## config.mk

```make
export PLATFORM = sky130hd
export DESIGN_NAME = line_buffer
export DESIGN_NICKNAME = d
export VERILOG_FILES = /design/src/rtl/vision_pkg.sv /design/src/rtl/line_ram.sv /design/src/rtl/line_buffer.sv
export SDC_FILE = /design/constraint.sdc
export NUM_CORES = 1
export LEC_CHECK = 0
export ABC_AREA = 1
export CORE_MARGIN = 4
export CORE_UTILIZATION = 60
export DETAILED_ROUTE_END_ITERATION = 10
export PLACE_DENSITY_LB_ADDON = 0.2
export RECOVER_POWER = 100
export SLEW_MARGIN = 15
export SYNTH_ARGS = -nofsm -noshare
export SYNTH_HDL_FRONTEND = slang
export SYNTH_SLANG_ARGS = --single-unit
```

## constraint.sdc

```tcl
create_clock -name clk -period 8.9 [get_ports clk]
set_clock_uncertainty 0.1 [all_clocks]
set_input_delay 0.89 -clock clk [delete_from_list [all_inputs] [get_ports clk]]
set_output_delay 0.89 -clock clk [all_outputs]
set_load 0.02 [all_outputs]
```

## src/rtl/vision_pkg.sv

```systemverilog
// Shared types and helpers for the RTL-Vision filter pipeline.
// Holds the position-counter width and the effective-line-width clamp.
package vision_pkg;

    localparam int CNT_W = 16;
    localparam logic [CNT_W-1:0] CNT_MAX = '1;

    // Window of the default 3x3, 8-bit configuration: [row][col][bit].
    typedef logic [2:0][2:0][7:0] win3x3_t;

    // A runtime width of 0, or one beyond the memory depth, means "use the full depth".
    function automatic logic [CNT_W-1:0] clamp_width(input logic [CNT_W-1:0] w,
                                                     input int unsigned     max_w);
        if (w == '0 || 32'(w) > max_w) begin
            return CNT_W'(max_w);
        end
        return w;
    endfunction

    function automatic int unsigned window_bits(input int unsigned k, input int unsigned dw);
        return k * k * dw;
    endfunction

endpackage

```

## src/rtl/line_ram.sv

```systemverilog
// Single-port line memory with read-before-write: rdata shows the old word at addr
// while a write to the same addr lands on the clock edge.
module line_ram #(
    parameter int DATA_WIDTH = 8,
    parameter int DEPTH      = 8,
    parameter int AW         = (DEPTH > 1) ? $clog2(DEPTH) : 1
) (
    input  logic                  clk,
    input  logic                  we,
    input  logic [AW-1:0]         addr,
    input  logic [DATA_WIDTH-1:0] wdata,
    output logic [DATA_WIDTH-1:0] rdata
);

    logic [DATA_WIDTH-1:0] mem_q [DEPTH];

    always_ff @(posedge clk) begin
        if (we) begin
            mem_q[addr] <= wdata;
        end
    end

    assign rdata = mem_q[addr];

endmodule

```

## src/rtl/line_buffer.sv

```systemverilog
// KxK sliding-window generator over a raster pixel stream using K-1 cascaded line memories.
// Optional SVA checks are compiled in when LINE_BUFFER_ASSERT_EN is defined.
module line_buffer
    import vision_pkg::*;
#(
    parameter int DATA_WIDTH  = 8,
    parameter int IMG_WIDTH   = 8,
    parameter int KERNEL_SIZE = 3
) (
    input  logic                                                   clk,
    input  logic                                                   rst,
    input  logic                                                   pixel_valid,
    input  logic [DATA_WIDTH-1:0]                                  pixel_data,
    output logic                                                   window_valid,
    output logic [KERNEL_SIZE-1:0][KERNEL_SIZE-1:0][DATA_WIDTH-1:0] window_data,
    input  logic [15:0]                                            img_width,
    input  logic                                                   frame_start
);

    localparam int K  = KERNEL_SIZE;
    localparam int AW = (IMG_WIDTH > 1) ? $clog2(IMG_WIDTH) : 1;
    localparam logic [CNT_W-1:0] K_M1 = CNT_W'(K - 1);

    typedef logic [K-1:0][K-1:0][DATA_WIDTH-1:0] win_t;

    logic [CNT_W-1:0] col_q, col_d, row_q, row_d;
    logic [CNT_W-1:0] col_cur, row_cur, weff;
    logic             valid_q, valid_d;
    win_t             win_q, win_d;

    logic [DATA_WIDTH-1:0] ram_wr [K-1];
    logic [DATA_WIDTH-1:0] ram_rd [K-1];

    assign weff = clamp_width(img_width, IMG_WIDTH);

    // frame_start restarts the frame at this very pixel, so counters are cleared before use.
    assign col_cur = frame_start ? '0 : col_q;
    assign row_cur = frame_start ? '0 : row_q;

    // Cascade: mem0 takes the new pixel, mem(i) takes what mem(i-1) held one line earlier.
    for (genvar g = 0; g < K - 1; g++) begin : g_line
        if (g == 0) begin : g_first
            assign ram_wr[g] = pixel_data;
        end else begin : g_next
            assign ram_wr[g] = ram_rd[g-1];
        end

        line_ram #(
            .DATA_WIDTH (DATA_WIDTH),
            .DEPTH      (IMG_WIDTH),
            .AW         (AW)
        ) u_ram (
            .clk   (clk),
            .we    (pixel_valid & ~rst),
            .addr  (col_cur[AW-1:0]),
            .wdata (ram_wr[g]),
            .rdata (ram_rd[g])
        );
    end

    always_comb begin
        col_d   = col_cur;
        row_d   = row_cur;
        valid_d = 1'b0;
        if (pixel_valid) begin
            valid_d = (row_cur >= K_M1) && (col_cur >= K_M1);
            if (col_cur >= weff - 1'b1) begin
                col_d = '0;
                row_d = (row_cur == CNT_MAX) ? row_cur : row_cur + 1'b1;
            end else begin
                col_d = col_cur + 1'b1;
            end
        end
    end

    // Row 0 of the new column is the oldest line, fed by the last memory in the cascade.
    always_comb begin
        win_d = win_q;
        if (pixel_valid) begin
            for (int r = 0; r < K; r++) begin
                for (int c = 0; c < K - 1; c++) begin
                    win_d[r][c] = win_q[r][c+1];
                end
            end
            for (int r = 0; r < K - 1; r++) begin
                win_d[r][K-1] = ram_rd[K-2-r];
            end
            win_d[K-1][K-1] = pixel_data;
        end
    end

    always_ff @(posedge clk) begin
        if (rst) begin
            col_q   <= '0;
            row_q   <= '0;
            valid_q <= 1'b0;
            win_q   <= '0;
        end else begin
            col_q   <= col_d;
            row_q   <= row_d;
            valid_q <= valid_d;
            win_q   <= win_d;
        end
    end

    assign window_valid = valid_q;
    assign window_data  = win_q;

`ifdef LINE_BUFFER_ASSERT_EN
    a_full_window: assert property (@(posedge clk) disable iff (rst)
        window_valid |-> $past(pixel_valid && row_cur >= K_M1 && col_cur >= K_M1));

    a_one_per_pixel: assert property (@(posedge clk) disable iff (rst)
        (window_valid && $past(window_valid)) |-> ($past(pixel_valid) && $past(pixel_valid, 2)));

    a_width_stable: assert property (@(posedge clk) disable iff (rst)
        !frame_start |-> $stable(img_width));
`else
    // Assertions are not part of the default build.
`endif

endmodule

```

==> impl_metrics.json <==
{
  "synth-edff-count": 128,
  "cp_data_required_time_ns": 8.96,
  "grt_use_total_pct": 27.47,
  "avgViaCountPerCell": 5.639,
  "worst_hold_path_type": "reg -> reg",
  "cts_post_setup_buffers_inserted": 0,
  "period_needed_ns": 6.620,
  "worst_path_largest_cell_delay_ns": 1.30,
  "synth_sequential_area_ratio_pct": 59.16,
  "port_buffers": 100,
  "yosys_warnings": 0,
  "clock-sinks": 233,
  "pin_count_of_the_biggest_net_entering_global_routing": 92,
  "initial_util_pct": 60.82,
  "power.density_cell_area_nw_per_um2": 196.9,
  "detailed_route_via_count": 8098,
  "asyncSetResetFlopFracSynth_pct": 0,
  "leakage_nw": 4.798,
  "io_pins": 101,
  "cts_inserted_buffers": 24,
  "worst-path-max-fanout": 44,
  "drc_markers": 0,
  "clock.fmax_mhz": 151.1,
  "place_hpwl_microns": 16430,
  "synth_cells": 1100,
  "post-synth-top-count-cell": "sky130_fd_sc_hd__nor2_1",
  "setup-violations-final": 0,
  "yosysUniqueCellTypes": 39,
  "worst_pin_slew_ns": 2.641,
  "post_synth_instance_area_sq_um": 10050,
  "criticalPathCategory": "in -> reg",
  "critPathTopFamily": "buffers and inverters",
  "slew_viol_final": 92,
  "ys_top_cells_by_area": "sky130_fd_sc_hd__edfxtp_1, sky130_fd_sc_hd__dfxtp_1, sky130_fd_sc_hd__nor2_1",
  "synth-main-ff-cell": "sky130_fd_sc_hd__edfxtp_1",
  "timing.critical_path.arrival_ns": 6.68,
  "clk_transition_reported_paths_ns": 0.06,
  "wl_per_cell_microns": 18.11,
  "critical_path_buf_inv_count": 5,
  "cp-start-kind": "input pin",
  "timing.hold.ws_ns": 0.3681,
  "final_layout_size_suffix_gt1_share_pct": 6.414,
  "cts.path.max_buffers": 3,
  "finalHoldViolations": 0,
  "slew_headroom_pct": -76.07,
  "detail_route.iter0.violations": 723,
  "critical_path.cell_chain": "dlygate4sd3_1 -> clkbuf_1 -> inv_1 -> nand2_1 -> inv_1 -> nand2_1 -> nor2_1 -> clkbuf_1",
  "final_antenna_net_count": 0,
  "rsz0062_at_grt": "no",
  "failed_checks": "capacitance limit, slew limit",
  "gr-total-overflow": 0,
  "synth_commonest_cells": "sky130_fd_sc_hd__nor2_1, sky130_fd_sc_hd__nand2_1, sky130_fd_sc_hd__edfxtp_1, sky130_fd_sc_hd__o21ai_0, sky130_fd_sc_hd__dfxtp_1",
  "flop_and_latch_count_out_of_synthesis": 233,
  "timing.max_cap.violations": 3,
  "final.period_utilization_pct": 74.38,
  "wire_length_of_the_first_global_routing_pass_microns": 40650,
  "synth.top_cell.area_share_pct": 38.25,
  "floorplan.die.height_microns": 137.4,
  "core.rowCount": 47,
  "post-synth-top-area-cell": "sky130_fd_sc_hd__edfxtp_1",
  "worst_path_max_delay_cell": "sky130_fd_sc_hd__inv_1",
  "grt_antenna_before_repair": 0,
  "first_global_vias": 7880,
  "syn2layout_area_growth_pct": 19.45,
  "cts-hold-fix-buffers": 0,
  "drt_first_pass_iters": 5,
  "cts-resized-gates": 0,
  "setup_total_negative_slack_ns": 0,
  "drt_wl_total_microns": 26010,
  "finalNetCount": 1247,
  "endpoint_kind": "register",
  "num_antenna_cells": 0,
  "avgSynthCellArea_sq_um": 9.136,
  "clockRootBuffer": "sky130_fd_sc_hd__clkbuf_16",
  "design.core.area_sq_um": 16520,
  "place.gp.congestion": 0.9509,
  "die-area_sq_um": 18880,
  "cts_tree": "done",
  "clock_insertion_delay_worst_skew_ns": 0.53,
  "vdd.ir_drop.worst_uv": 201.4,
  "fp.dieW_microns": 137.4,
  "run_status": "finished, violations left",
  "cts_htree_levels": 1,
  "final_util_pct": 72.64
}
[metal layers]
| metal | part of all wire (%) | vias up | GRT usage [%] |
|---|---|---|---|
| li1 | - | 3911 | - |
| met1 | 40 | 3865 | 34.73 |
| met2 | 52 | 274 | 48.83 |
| met3 | 5.6 | 48 | 3.689 |
| met4 | 2.6 | 0 | 8.814 |
| met5 | 0 | - | 0 |
[path summary, 6_finish.rpt]
path | from | to | slack, ns | cells after the start
max reg2reg | col_q[0] | g_line[1].u_ram.mem_q[1][3] | 4.30 | 5
min | window_data[44] | window_data[36] | 0.37 | 2
min reg2reg | window_data[44] | window_data[36] | 0.37 | 2
max | frame_start | g_line[1].u_ram.mem_q[1][3] | 2.28 | 8
[registers in the layout (all words and copies together) (netlist names)]
name and flops:
col_q 16, g_line.u_ram.mem_q 128, row_q 16, window_data 72, window_valid 1
[stage by stage]
| stage | total power (W) | setup WS [ns] | cell area [sq um] | instances |
|---|---|---|---|---|
| floorplan | 0.001299 | 5.356 | 10070 | 1106 |
| global placement | 0.001386 | 3.823 | 11240 | 1392 |
| detailed placement | 0.001390 | 3.522 | 11240 | 1392 |
| CTS | 0.002383 | 4.026 | 12050 | 1436 |
| global route | 0.002440 | 1.867 | 12000 | 1436 |
| finish | 0.002364 | 2.280 | 12000 | 1436 |
[tightest hold or removal path, cell delays in order (launching register included)]
cell                      delay [ns]
sky130_fd_sc_hd__dfxtp_1        0.31
sky130_fd_sc_hd__inv_1          0.06
sky130_fd_sc_hd__a21oi_1        0.06
[layout make-up]
| class | count | area, sq um |
|---|---|---|
| sequential | 233 | 5946 |
| multi-input combinational | 735 | 3546 |
| fill | 1250 | 4521 |
| inverter | 89 | 334.1 |
| timing repair buffer | 115 | 1086 |
| clock buffer | 36 | 748.2 |
| tap | 220 | 275.3 |
| clock inverter | 8 | 68.82 |
[power breakdown]
part           leakage (nW)  internal, W  switching [W]
Clock                 0.397     0.000586       0.000419
Sequential             2.02      0.00116      0.0000170
Combinational          2.38    0.0000609       0.000117
[placed cells by master (no fill, tap or decap), drive strengths merged, types with 5 or more instances in the layout]
| cell type | synthesis | final |
|---|---|---|
| conb | 1 | 7 |
| nor3 | 10 | 10 |
| dfxtp | 105 | 105 |
| ha | 21 | 21 |
| buf | 20 | 10 |
| inv | 88 | 88 |
| clkdlybuf4s50 | 0 | 16 |
| clkinv | 1 | 7 |
| nand4 | 18 | 18 |
| nor2 | 225 | 225 |
| o21ai | 116 | 116 |
| nand3 | 58 | 58 |
| o22ai | 9 | 9 |
| a211oi | 8 | 8 |
| xor2 | 5 | 5 |
| a21oi | 60 | 60 |
| edfxtp | 128 | 128 |
| dlygate4sd3 | 0 | 83 |
| clkbuf | 29 | 42 |
| nor4 | 8 | 8 |
| nand2 | 167 | 167 |
[kinds of logic after synthesis]
group	count (synthesis)	synth area share, %
flip-flops	233	59.16
AND/OR/NAND/NOR	490	20.74
XOR/XNOR	9	0.7843
other	1	0.03731
adder cells (fa/ha/maj)	21	2.615
buffers and inverters	138	5.553
AO/OA/AOI/OAI	208	11.11
(Power assumes the default switching activity.)
